[src/rtl/adder_tree_acc.sv]
// Registered binary adder tree over LANES unsigned lanes with an optional per-frame
// accumulator and a valid/ready result port carrying beat count and sticky overflow.
module adder_tree_acc #(
  parameter int LANES  = 8,
  parameter int LANE_W = 64,
  parameter int OUT_W  = 64,
  parameter int CNT_W  = 16
) (
  input  logic                    clk,
  input  logic                    rst_n,
  input  logic [LANES*LANE_W-1:0] din,
  input  logic                    din_tvalid,
  output logic                    din_tready,
  input  logic                    din_tlast,
  input  logic                    acc_en,
  output logic [OUT_W-1:0]        dout,
  output logic                    dout_tvalid,
  input  logic                    dout_tready,
  output logic                    dout_ovf,
  output logic [CNT_W-1:0]        dout_beats
);

  localparam int LVL   = $clog2(LANES);
  localparam int SUM_W = LANE_W + LVL;
  localparam int EXT_W = ((SUM_W > OUT_W) ? SUM_W : OUT_W) + 1;

  // Handshake: a beat moves on any edge where valid && ready. The whole pipe
  // advances as one unit whenever the output register is empty or being drained,
  // so din_tready is that same enable and no stage ever needs a skid buffer.
  logic en;
  assign en         = !dout_tvalid || dout_tready;
  assign din_tready = en;

  // Stage 0 is the input capture register; stages 1..LVL are tree levels.
  logic [LANES*LANE_W-1:0] din_q;
  logic [LVL:0]            v_q;
  logic [LVL:0]            a_q;
  logic [LVL:0]            l_q;

  always_ff @(posedge clk) begin
    if (!rst_n) begin
      v_q <= '0;
      a_q <= '0;
      l_q <= '0;
    end else if (en) begin
      v_q[0] <= din_tvalid;
      a_q[0] <= acc_en;
      l_q[0] <= din_tlast;
      for (int k = 1; k <= LVL; k++) begin
        v_q[k] <= v_q[k-1];
        a_q[k] <= a_q[k-1];
        l_q[k] <= l_q[k-1];
      end
    end
  end

  always_ff @(posedge clk) begin
    if (en) din_q <= din;
  end

  for (genvar k = 0; k < LVL; k++) begin : g_lvl
    localparam int N = LANES >> (k + 1);
    localparam int W = LANE_W + k + 1;
    for (genvar j = 0; j < N; j++) begin : g_node
      logic [W-1:0] sum_d;
      logic [W-1:0] sum_q;
      if (k == 0) begin : g_leaf
        assign sum_d = W'(din_q[2*j*LANE_W +: LANE_W])
                     + W'(din_q[(2*j+1)*LANE_W +: LANE_W]);
      end else begin : g_inner
        assign sum_d = W'(g_lvl[k-1].g_node[2*j].sum_q)
                     + W'(g_lvl[k-1].g_node[2*j+1].sum_q);
      end
      always_ff @(posedge clk) begin
        if (en) sum_q <= sum_d;
      end
    end
  end

  logic [SUM_W-1:0] s_sum;
  logic [EXT_W-1:0] s_ext;
  logic [OUT_W-1:0] s_mod;
  logic             s_big;
  logic [OUT_W:0]   t_sum;
  logic             new_ovf;
  logic [CNT_W-1:0] cnt_inc;

  logic [OUT_W-1:0] acc_q;
  logic             sticky_q;
  logic [CNT_W-1:0] cnt_q;
  logic [OUT_W-1:0] dout_q;
  logic             vld_q;
  logic             ovf_q;
  logic [CNT_W-1:0] beats_q;

  assign s_sum   = g_lvl[LVL-1].g_node[0].sum_q;
  assign s_ext   = EXT_W'(s_sum);
  assign s_mod   = s_ext[OUT_W-1:0];
  assign s_big   = |(s_ext >> OUT_W);
  assign t_sum   = {1'b0, acc_q} + {1'b0, s_mod};
  assign new_ovf = t_sum[OUT_W] | s_big;
  // The beat counter saturates rather than wrapping on very long frames.
  assign cnt_inc = (cnt_q == {CNT_W{1'b1}}) ? cnt_q : cnt_q + CNT_W'(1);

  always_ff @(posedge clk) begin
    if (!rst_n) begin
      acc_q    <= '0;
      sticky_q <= 1'b0;
      cnt_q    <= '0;
      dout_q   <= '0;
      vld_q    <= 1'b0;
      ovf_q    <= 1'b0;
      beats_q  <= '0;
    end else if (en) begin
      dout_q  <= '0;
      vld_q   <= 1'b0;
      ovf_q   <= 1'b0;
      beats_q <= '0;
      if (v_q[LVL]) begin
        if (!a_q[LVL]) begin
          // Pass beat: reported alone, the open frame (if any) is left intact.
          dout_q  <= s_mod;
          ovf_q   <= s_big;
          beats_q <= CNT_W'(1);
          vld_q   <= 1'b1;
        end else if (!l_q[LVL]) begin
          acc_q    <= t_sum[OUT_W-1:0];
          sticky_q <= sticky_q | new_ovf;
          cnt_q    <= cnt_inc;
        end else begin
          dout_q   <= t_sum[OUT_W-1:0];
          ovf_q    <= sticky_q | new_ovf;
          beats_q  <= cnt_inc;
          vld_q    <= 1'b1;
          acc_q    <= '0;
          sticky_q <= 1'b0;
          cnt_q    <= '0;
        end
      end
    end
  end

  assign dout        = dout_q;
  assign dout_tvalid = vld_q;
  assign dout_ovf    = ovf_q;
  assign dout_beats  = beats_q;

endmodule

[config.mk]
export PLATFORM = sky130hd
export DESIGN_NAME = adder_tree_acc
export DESIGN_NICKNAME = d
export VERILOG_FILES = /design/src/rtl/adder_tree_acc.sv
export SDC_FILE = /design/constraint.sdc
export NUM_CORES = 2
export LEC_CHECK = 0
export CAP_MARGIN = 15
export CORE_AREA = 2 2 380 382
export CTS_CLUSTER_SIZE = 25
export DETAILED_ROUTE_END_ITERATION = 10
export DIE_AREA = 0 0 382 384
export HOLD_SLACK_MARGIN = 0.03
export MAX_ROUTING_LAYER = met4
export PLACE_DENSITY_LB_ADDON = 0.3
export SETUP_SLACK_MARGIN = 0.15
export SYNTH_ARGS = -nofsm -noshare
export SYNTH_HDL_FRONTEND = slang
export SYNTH_SLANG_ARGS = --single-unit
[constraint.sdc]
create_clock -name clk -period 48.8 [get_ports clk]
set_input_delay 12.2 -clock clk [delete_from_list [all_inputs] [get_ports clk]]
set_output_delay 12.2 -clock clk [all_outputs]
set_load 0.005 [all_outputs]
==> results.py <==
metrics = {
    "outcome": {
        "status": "finished, final reports clean",
    },
    "flow_run": {
        "max-cap-violations": 0,
    },
    "place": {
        "dp_cells": 8085,
        "io_buffers": 600,
        "gp_congestion": 0.9851,
        "placed_cell_area_mm2": 0.07155,
        "dp_hpwl_mm": 137.9,
    },
    "sta": {
        "min_period_over_period": 0.5298,
        "period_needed_ns": 25.86,
        "hold_slack_ns": 0.4569,
        "tightest_slew_ns": 1.153,
        "slew_headroom": 0.2315,
        "finalHoldViolations": 0,
        "max_freq_mhz": 38.68,
        "setup_tns_ns": 0,
        "setup_viol": 0,
        "worst_clock_skew_ns": 0.04528,
        "maxSlewViolCount": 0,
        "rsz0062_at_grt": "false",
    },
    "yosys": {
        "synthCells": 5768,
        "yosysWarnings": 0,
        "synth-seq-cells": 1146,
        "syn_avg_cell_area_um2": 11.04,
        "ys_seq_area_frac": 0.5127,
        "syn_nets": 6811,
        "ys.flop_type": "edfxtp_1",
        "synth_cell_types": 93,
        "postSynth.asyncResetShare": 0,
        "synth_area_mm2": 0.06370,
        "synth-edff-count": 971,
    },
    "clock_network": {
        "clkLatencyLatePin_ns": 0.75,
        "tritoncts": "yes",
        "cts.clk_slew.worst_paths_ns": 0.06,
        "clk_path_buf_depth": 3,
        "clkSinkCount": 1146,
        "post_cts_resized": 0,
        "postCtsSetupBuffers": 0,
        "cts_made_buffers": 121,
        "cts_hold_buf": 0,
        "root_buffer": "clkbuf_16",
        "h-tree-depth": 3,
    },
    "routing": {
        "wire_per_inst_um": 21.20,
        "via_count": 47420,
        "drt_iter0_drc": 4456,
        "drc": 0,
        "dr.pass1.iters": 6,
        "ant_nets": 0,
        "vias_per_cell": 5.686,
        "wirelength_mm": 176.8,
    },
    "critical_path": {
        "end_kind": "output port",
        "worstSetupPathType": "input port to output port",
        "cp_max_fo": 35,
        "rrSetupSlack_ns": 43.64,
        "crit_arrival_ns": 13.66,
        "regToRegEndpoint": "g_lvl[2].g_node[0].sum_q[63]$_DFFE_PN_",
        "worst_setup_path_start_kind": "input port",
        "startpoint": "dout_tready",
        "r2r_start": "g_lvl[1].g_node[1].sum_q[18]$_DFFE_PN_",
        "reg2reg_depth": 13,
        "cp_data_required_time_ns": 36.60,
    },
    "hold_path": {
        "holdPathEnd": "v_q[0]$_SDFFE_PN0N_",
        "hold_start": "v_q[0]$_SDFFE_PN0N_",
        "hold_class": "register to register",
        "whs_path_depth": 2,
    },
    "floorplan": {
        "io_pins": 601,
        "core_area_mm2": 0.1428,
        "fp.dieArea_mm2": 0.1467,
        "die_width_um": 382,
        "rows": 139,
        "fp.dieH_um": 384,
        "initial_utilization": 0.4462,
    },
    "final_layout": {
        "utilization": 0.5307,
        "area_growth_pct": 18.94,
        "final_cell_area_mm2": 0.07577,
        "fin_nets": 7348,
        "final_layout_size_suffix_gt1_frac": 0.04166,
        "final_cells": 8339,
    },
    "global_routing": {
        "grt_antenna_before_repair": 45,
        "grt_pass1_wl_mm": 264.1,
        "grt.total_usage": 0.2406,
        "grt_max_degree": 173,
        "grt.overflow.total": 0,
        "first_global_vias": 45980,
    },
    "power": {
        "powerDensity_mw_per_mm2": 50.06,
        "leakage_uw": 0.03020,
        "irDropWorstVdd_mv": 0.03583,
    },
}
[metrics by stage]
step / worst slack [ns] / total power [uW]
6_report: 22.94 / 3793
5_1_grt: 22.87 / 4026
4_1_cts: 22.92 / 3801
3_5_place_dp: 22.92 / 2835
3_3_place_gp: 22.92 / 2819
2_1_floorplan: 0.9169 / 2434
[per-layer routing]
| metal | vias up | global-route usage | routed length, um |
|---|---|---|---|
| met5 | - | - | 0 |
| met3 | 273 | 0.03075 | 11610 |
| met1 | 22470 | 0.3246 | 79760 |
| met4 | 0 | 0.07276 | 4760 |
| li1 | 23070 | - | - |
| met2 | 1599 | 0.3795 | 80660 |
[report_power, final]
part           internal (uW)  switching [uW]
registers               1320             114
logic                    592             813
clock network            561             396
[final cells by class]
cell class                      instances  area, um^2
Clock inverter                         73       830.8
Antenna cell                           27       67.56
Multi-Input combinational cell       4276       29790
Fill cell                           12420       67010
Clock buffer                          154        3319
Timing Repair Buffer                  622        6196
Inverter                              138       528.0
Tap cell                             1903        2381
Sequential cell                      1146       32660
[sequential cells by signal, indices dropped and copies added, names as in the netlist]
register,flops
a_q,4
acc_q,64
cnt_q,16
din_q,512
dout,64
dout_beats,16
dout_ovf,1
dout_tvalid,1
g_lvl.g_node.sum_q,459
l_q,4
sticky_q,1
v_q,4
[how the worst max path moves through the flow]
stage	to	slack, ns
global placement	din_tready	22.92
CTS	din_tready	22.92
finish	din_tready	22.94
detailed placement	din_tready	22.92
floorplan	din_tready	0.92
global route	din_tready	22.87
[cells by family (layout without fill, tap and decap cells)]
group	Yosys count	after routing	synth area share
compound gates	1885	1885	0.1934
xor+xnor	480	480	0.06599
fa+ha+maj	525	525	0.1041
buf+inv	346	987	0.02041
flops	1146	1146	0.5127
mux	2	2	0.0003143
other cells	0	27	0
simple gates	1384	1384	0.1032
[cells in the mapped netlist, types with 11 or more instances]
master       n  area [um^2]
a211o_1     13        113.9
a211oi_1    39        292.8
a21boi_0    15        112.6
a21o_1     334         2507
a21oi_1    614         3073
a221oi_1    17        148.9
a222oi_1    26        260.3
a22o_1      27        236.5
a22oi_1     80        600.6
a31oi_1     67        419.2
a41oi_1     14        122.6
and2_1      28        175.2
and3_1      49        306.5
and4_1      12        105.1
buf_1       11        41.29
clkbuf_1   196        735.7
dfxtp_1    175         3503
edfxtp_1   971        29160
ha_1       517         6469
inv_1      136        510.5
nand2_1    373         1400
nand2b_1    51        319.1
nand3_1    129        645.6
nand4_1    111        694.4
nor2_1     391         1468
nor2b_1     69        431.7
nor3_1      78        390.4
nor4_1      14        87.58
o211ai_1    23        172.7
o21a_1      58        435.4
o21ai_0    280         1401
o21ai_1     16        80.08
o21bai_1    80        600.6
o2bb2ai_1   11        96.34
o31ai_1     28        210.2
o41ai_1     11        96.34
or2_2       13        81.33
or3_1       31        193.9
xnor2_1    314         2750
xor2_1     166         1454
[cell usage in the layout, fill, tap and decap left out, types with 111 or more instances in the layout]
cell,count
ha_1,517
xnor2_1,314
nand4_1,111
inv_1,135
edfxtp_1,971
nand3_1,129
clkbuf_16,127
o21ai_0,280
a21o_1,334
a21oi_1,613
clkdlybuf4s50_1,600
xor2_1,166
nand2_1,372
dfxtp_1,175
nor2_1,387
[worst max-delay path: stages]
cell and delay, ns:
clkdlybuf4s50_1 0.51, nor2b_4 0.07, inv_8 0.22, clkdlybuf4s50_1 0.60
Note: power is estimated with default switching activity, not from simulation.
